$ cat src/rtl/ps2_kbd_receiver.sv
`default_nettype none
// ps2_kbd_receiver -- PS/2 device-to-host receiver: sync, clock deglitch, 11-bit frame check, E0/F0 key decode.
// rev 1.0
module ps2_kbd_receiver #(
  parameter int FILTER_LEN     = 8,
  parameter int TIMEOUT_CYCLES = 5000
) (
  input  logic       Clock,
  input  logic       Reset,
  input  logic       PS2_CLK,
  input  logic       PS2_DATA,
  output logic [7:0] oByte,
  output logic       oByteValid,
  output logic [7:0] oKey,
  output logic       oExtended,
  output logic       oRelease,
  output logic       oKeyValid,
  output logic       oParityErr,
  output logic       oFrameErr,
  output logic       oBusy
);

  localparam int            c_tmo_w    = $clog2(TIMEOUT_CYCLES);
  localparam logic [c_tmo_w-1:0] c_tmo_last = c_tmo_w'(TIMEOUT_CYCLES - 1);

  typedef enum logic [1:0] {
    S_IDLE   = 2'd0,
    S_DATA   = 2'd1,
    S_PARITY = 2'd2,
    S_STOP   = 2'd3
  } state_t;

  logic                  r_clk_s1, r_clk_s2;
  logic                  r_dat_s1, r_dat_s2;
  logic [FILTER_LEN-1:0] r_filt_sr;
  logic                  r_filt_clk;
  logic                  w_fall;

  state_t                r_state;
  logic [2:0]            r_bitcnt;
  logic [7:0]            r_shift;
  logic                  r_par;
  logic [c_tmo_w-1:0]    r_tmo;
  logic                  r_ext;
  logic                  r_rel;

  always_ff @(posedge Clock or negedge Reset) begin
    if (!Reset) begin
      r_clk_s1   <= 1'b1;
      r_clk_s2   <= 1'b1;
      r_dat_s1   <= 1'b1;
      r_dat_s2   <= 1'b1;
      r_filt_sr  <= '1;
      r_filt_clk <= 1'b1;
    end else begin
      r_clk_s1  <= PS2_CLK;
      r_clk_s2  <= r_clk_s1;
      r_dat_s1  <= PS2_DATA;
      r_dat_s2  <= r_dat_s1;
      r_filt_sr <= {r_filt_sr[FILTER_LEN-2:0], r_clk_s2};
      if (r_filt_sr == '0)
        r_filt_clk <= 1'b0;
      else if (&r_filt_sr)
        r_filt_clk <= 1'b1;
    end
  end

  // The filtered clock drops on the same edge this strobe is seen, so it is exactly one cycle wide.
  assign w_fall = r_filt_clk && (r_filt_sr == '0);
  assign oBusy  = (r_state != S_IDLE);

  always_ff @(posedge Clock or negedge Reset) begin
    if (!Reset) begin
      r_state    <= S_IDLE;
      r_bitcnt   <= '0;
      r_shift    <= '0;
      r_par      <= 1'b0;
      r_tmo      <= '0;
      r_ext      <= 1'b0;
      r_rel      <= 1'b0;
      oByte      <= '0;
      oByteValid <= 1'b0;
      oKey       <= '0;
      oExtended  <= 1'b0;
      oRelease   <= 1'b0;
      oKeyValid  <= 1'b0;
      oParityErr <= 1'b0;
      oFrameErr  <= 1'b0;
    end else begin
      oByteValid <= 1'b0;
      oKeyValid  <= 1'b0;
      oParityErr <= 1'b0;
      oFrameErr  <= 1'b0;

      if (w_fall || r_state == S_IDLE)
        r_tmo <= '0;
      else
        r_tmo <= r_tmo + c_tmo_w'(1);

      if (w_fall) begin
        case (r_state)
          S_IDLE: begin
            if (!r_dat_s2) begin
              r_state  <= S_DATA;
              r_bitcnt <= '0;
            end else begin
              oFrameErr <= 1'b1;
              r_ext     <= 1'b0;
              r_rel     <= 1'b0;
            end
          end
          S_DATA: begin
            r_shift  <= {r_dat_s2, r_shift[7:1]};
            r_bitcnt <= r_bitcnt + 3'd1;
            if (r_bitcnt == 3'd7)
              r_state <= S_PARITY;
          end
          S_PARITY: begin
            r_par   <= r_dat_s2;
            r_state <= S_STOP;
          end
          S_STOP: begin
            r_state <= S_IDLE;
            if (!r_dat_s2) begin
              oFrameErr <= 1'b1;
              r_ext     <= 1'b0;
              r_rel     <= 1'b0;
            end else if (^{r_shift, r_par} == 1'b0) begin
              oParityErr <= 1'b1;
              r_ext      <= 1'b0;
              r_rel      <= 1'b0;
            end else begin
              oByte      <= r_shift;
              oByteValid <= 1'b1;
              if (r_shift == 8'hE0)
                r_ext <= 1'b1;
              else if (r_shift == 8'hF0)
                r_rel <= 1'b1;
              else begin
                oKey      <= r_shift;
                oExtended <= r_ext;
                oRelease  <= r_rel;
                oKeyValid <= 1'b1;
                r_ext     <= 1'b0;
                r_rel     <= 1'b0;
              end
            end
          end
          default: r_state <= S_IDLE;
        endcase
      end else if (r_state != S_IDLE && r_tmo == c_tmo_last) begin
        r_state   <= S_IDLE;
        oFrameErr <= 1'b1;
        r_ext     <= 1'b0;
        r_rel     <= 1'b0;
      end
    end
  end

endmodule
`default_nettype wire

$ cat config.mk
export PLATFORM = sky130hd
export DESIGN_NAME = ps2_kbd_receiver
export DESIGN_NICKNAME = d
export VERILOG_FILES = /design/src/rtl/ps2_kbd_receiver.sv
export SDC_FILE = /design/constraint.sdc
export NUM_CORES = 1
export LEC_CHECK = 0
export ABC_AREA = 1
export BUFFER_PORTS_ARGS = -buffer_cell sky130_fd_sc_hd__buf_2
export CORE_MARGIN = 3
export CORE_UTILIZATION = 25
export DETAILED_ROUTE_END_ITERATION = 6
export PLACE_DENSITY_LB_ADDON = 0.15
export SLEW_MARGIN = 15
export SYNTH_ARGS = -nofsm -noshare
export SYNTH_HDL_FRONTEND = slang
export SYNTH_SLANG_ARGS = --single-unit
$ cat constraint.sdc
create_clock -name Clock -period 2 [get_ports Clock]
set_input_delay 0.1 -clock Clock [delete_from_list [all_inputs] [get_ports Clock]]
set_output_delay 0.1 -clock Clock [all_outputs]
set_load 0.02 [all_outputs]
-- Word-level counts from Yosys, hierarchy flattened
Index checks and enable logic that the tools add are counted.
- flip-flop bits (word level): 64
- input port bits: 4
- output and inout bits: 23
- add/subtract/negate cells: 2
- equality and inequality tests: 14
- mux-type cells: 43
- bitwise gates (word level): 2
- reduce and logical (&&, ||, !) cells: 19
- operator list (operator ; count):
    $mux W1 ; 32
    $eq A8 B8 Y1 const B ; 2
    $add A13 B1 Y13 const B ; 1
    $eq A13 B13 Y1 const B ; 1
    $mux W13 ; 1
    $reduce_and A4 Y1 ; 3
    $ne A3 B3 Y1 const B ; 3
    $reduce_xor A9 Y1 ; 1
    $logic_not A8 Y1 ; 1
    $mux W2 ; 4
    $pmux W2 S4 ; 1
    $reduce_and A8 Y1 ; 1
    $reduce_bool A2 Y1 ; 4
    $ne A6 B6 Y1 const B ; 1
    $pmux W1 S2 ; 3
    $pmux W3 S2 ; 1
    $reduce_and A3 Y1 ; 2
    $reduce_and A6 Y1 ; 1
    $ne A5 B5 Y1 const B ; 1
    $eq A2 B2 Y1 const B ; 2
    $reduce_and A2 Y1 ; 2
    $add A3 B1 Y3 const B ; 1
    $eq A3 B3 Y1 const B ; 1
    $mux W3 ; 1
    other kinds (7) ; 9

-- Longest topological paths before layout
- word-level depth: 7
- gate-level depth with buffers: 14
- gate-level depth less buffers: 14

-- Worst setup path before layout
OpenSTA, ideal clock, no wires.
- kind: reg-to-reg
- start: register r_state[0]
- end: register r_bitcnt[2]
- data arrival time: 1.401 ns
- data required time: 1.871 ns
- slack: 0.470 ns
- cell stages (with the launch flop): 9
- buffers on the path: 0
- clock period less this slack: 1.530 ns
- path through: dfrtp_1 inv_1 ha_1 inv_1 nand3_1 nand2_1 o21ai_1 nand2_1 o21ai_0
- longest elaborated chain between the ends: 3
- ends and longest elaborated chain (element ; line ; RTL):
    from (decl) ; 39 ; state_t r_state;
    from (signal assigned) ; 74 ; r_state <= S_IDLE;
    from (signal assigned) ; 104 ; r_state <= S_DATA;
    from (signal assigned) ; 116 ; r_state <= S_PARITY;
    $eq A2 B1 Y1 / $logic_not A2 Y1 (equally long branches) ; 101 ; case (r_state)
    $reduce_bool A2 Y1 (no line) / $ne A2 B2 Y1 (equally long branches) ; -- ;
    $reduce_and A3 Y1 (no line) ; -- ;
    to (signal assigned) ; 114 ; r_bitcnt <= r_bitcnt + 3'd1;
    to (decl) ; 40 ; logic [2:0] r_bitcnt;
Several ways; a longest one is shown, not always the timed one.
A chain may end at the register's enable or synchronous reset.

-- Final worst setup path
- start: register r_tmo[0]
- end: register r_tmo[12]
- longest elaborated chain between the ends: 2
- ends and longest elaborated chain (element ; line ; RTL):
    from (decl) ; 43 ; logic [c_tmo_w-1:0] r_tmo;
    from (signal assigned) ; 98 ; r_tmo <= r_tmo + c_tmo_w'(1);
    $add A13 B1 Y13 ; 98 ;
    $mux W13 ; 95 ; if (w_fall || r_state == S_IDLE)
No other way between the ends.

==> impl_metrics.toml <==
[global_route]
grt_max_degree = 31
grt.met2_usage = 0.145
met3_usage = 0.0387
busiest_layer = "met2"
grt_pass1_vias = 2043
antenna_found_initial = 0
grt_pass1_wl_um = 10200
grtUsageTotal = 0.100
use_met1 = 0.132
overflow = 0

[timing]
worst_pin_slew_ns = 0.648
period_share = 0.868
finalHoldViolations = 0
finalSetupTns_ns = 0
max_slew_margin = 0.568
fmaxAchievable_ghz = 0.576
layout_min_cycle_time_ns = 1.74
hold_slack_ns = 0.341
slew_viol_final = 0
rsz0062_at_grt = "false"
setup_viol = 0
skew_ns = 0.00681

[setup_path]
cp_max_fo = 4
critPathArrivalTime_ns = 1.94
max_stage_delay_ns = 0.38
crit_path_start_kind = "flop"
path_delay_family = "simple AND/OR/NAND/NOR gates"
crit_buf_inv = 1
crit_type = "flop to flop"
crit_path_frequent_cell = "nand2_1"
end_kind = "flop"
crit_slowest_cell = "dfrtp_1"
required_ns = 2.20
crit_chain = "ha_1 -> nand2_1 -> inv_1 -> nand2_1 -> nor2_2 -> nand2_1 -> nor2_2 -> nand2_1 -> nor2_1 -> nand2_1 -> nor2_1 -> nor3b_2"

[layout]
syn_to_final_growth_pct = 23.6
drive_gt1_frac = 0.270
antenna_cells = 0
fin_nets = 372
layout_common_cells = "nand2_1, dfrtp_1, inv_1"
final_common_cell = "nand2_1"

[yosys]
synth_top_area_frac = 0.438
synth-simple-area-share = 0.246
yosysSeqAreaShare = 0.555
syn-num-nets = 329
syn_area_um2 = 2920
synth-async-reset-ratio = 1.00
synth_top_area_cell = "dfrtp_1"
synth_top_family_by_area = "simple AND/OR/NAND/NOR gates"
synth_edf_count = 0
synth.distinct_cells = 32
yosys-top-cells-area = "dfrtp_1, dfstp_2, nand2_1"
synth_xor_area_frac = 0.00300
syn_avg_cell_area_um2 = 9.17
ys.flop_type = "dfrtp_1"
ys_ff_latch = 64
synth_compound_area_frac = 0.0970
netlist_instances = 318
synth_fa_ha_area_frac = 0.0300
muxShareOfSynthArea = 0
yosysWarnings = 0

[placed_design]
routabilityCongestion = 0.724
dpl.hpwl_um = 4260
portBuffers = 26

[floorplanning]
io_pins = 27
rows = 38
die_area_um2 = 13000
start_util = 0.262
die_h_um = 114
coreArea_um2 = 11100
die_w_um = 114

[clock_network]
clk_pin_slew_worst_paths_ns = 0.05
cts-resized-gates = 0
max-clock-path-buffers = 2
cts_setup_buffers = 0
clockRootBuffer = "clkbuf_16"
cts_tree = "built"
cts_num_sinks = 64
hold_buffers = 3
cts_inserted_buffers = 9
cts.htree.levels = 3
clk_latency_ns = 0.33

[drt]
via_per_inst = 4.17
drcViolationCount = 0
wirelength_um = 5870
ant_nets = 0
drtIter0Drc = 83
vias = 2109
dr.pass1.iters = 4
wl_per_cell_um = 11.6

[flow_run]
maxCapViolCount = 0

[power_and_ir_drop]
p_sw_frac = 0.196
p_leak_nw = 1.76
p_comb_frac = 0.018
seq_power_share = 0.440
p_switching_mw = 0.595
power_density_nw_per_um2 = 842
intPower_mw = 2.44
p_clk_frac = 0.542
ir_drop_v = 0.000492

[hold_path]
holdCritPathClass = "input port to asynchronous set/reset pin"

[run_status]
outcome = "completed"
-- metrics by stage --
step	cell area, um^2	utilization	power (mW)	setup WS [ns]	instances
floorplan	2920	-	1.37	0.470	318
global placement	3250	0.292	1.41	0.279	487
detailed placement	3250	0.292	1.41	0.275	487
CTS	3600	0.324	3.10	0.262	506
global route	3600	0.324	3.17	0.0354	506
finish	3600	0.324	3.03	0.264	506
-- worst reg2reg max path: stages, from the launching register on --
cell	delay, ns
dfrtp_1	0.38
ha_1	0.18
nand2_1	0.09
inv_1	0.08
nand2_1	0.07
nor2_2	0.10
nand2_1	0.13
nor2_2	0.12
nand2_1	0.07
nor2_1	0.12
nand2_1	0.08
nor2_1	0.12
nor3b_2	0.05
-- per-layer routing --
layer	part of all wire	vias to the layer above	wire, um
li1	-	1112	-
met1	0.51	949	3000
met2	0.42	36	2450
met3	0.054	12	317
met4	0.019	0	109
met5	0	-	0
-- cells in the mapped netlist, types with 5 or more instances --
cell type  instances
nand3_1           17
inv_2              9
nand2_1           87
a21oi_1            5
inv_1             35
dfstp_2           13
o21ai_2           15
o21ai_0           14
nor2_1            16
nor3_1            12
ha_1               7
dfrtp_1           51
-- cells by family after synthesis --
group | Yosys count
xor+xnor | 1
flops | 64
compound gates | 42
fa+ha+maj | 7
simple gates | 155
buf+inv | 49
-- power groups by stage --
| stage | sequential [mW] | combinational, mW | clock [mW] |
|---|---|---|---|
| 2_1_floorplan | 1.35 | 0.0143 | 0 |
| 3_3_place_gp | 1.36 | 0.0534 | 0 |
| 3_5_place_dp | 1.36 | 0.0537 | 0 |
| 4_1_cts | 1.33 | 0.0580 | 1.71 |
| 5_1_grt | 1.34 | 0.0643 | 1.77 |
| 6_report | 1.34 | 0.0547 | 1.64 |
-- layout make-up --
type                       count  area, um^2
multi-input combinational    205        1100
timing repair buffer          36         225
fill                        1179        7520
clock buffer                  14         284
inverter                      45         169
clock inverter                 2        35.0
sequential                    64        1620
tap                          140         175
-- final timing paths --
check                           startpoint      endpoint  slack [ns]  cells past startpoint
min in group Clock                r_clk_s2  r_filt_sr[0]        0.35                      0
max in group asynchronous            Reset      r_tmo[9]        1.07                      3
worst min-delay path                 Reset       oKey[5]        0.34                      2
worst max-delay path              r_tmo[0]     r_tmo[12]        0.26                     12
worst max register to register    r_tmo[0]     r_tmo[12]        0.26                     12
worst min register to register    r_clk_s2  r_filt_sr[0]        0.35                      0
-- state kept, by name, indices dropped and copies added (netlist names), 2 cells and up --
register / cells
r_bitcnt: 3
oKey: 8
r_tmo: 13
oByte: 8
r_shift: 8
r_state: 2
r_filt_sr: 8
(Power assumes the default switching activity.)
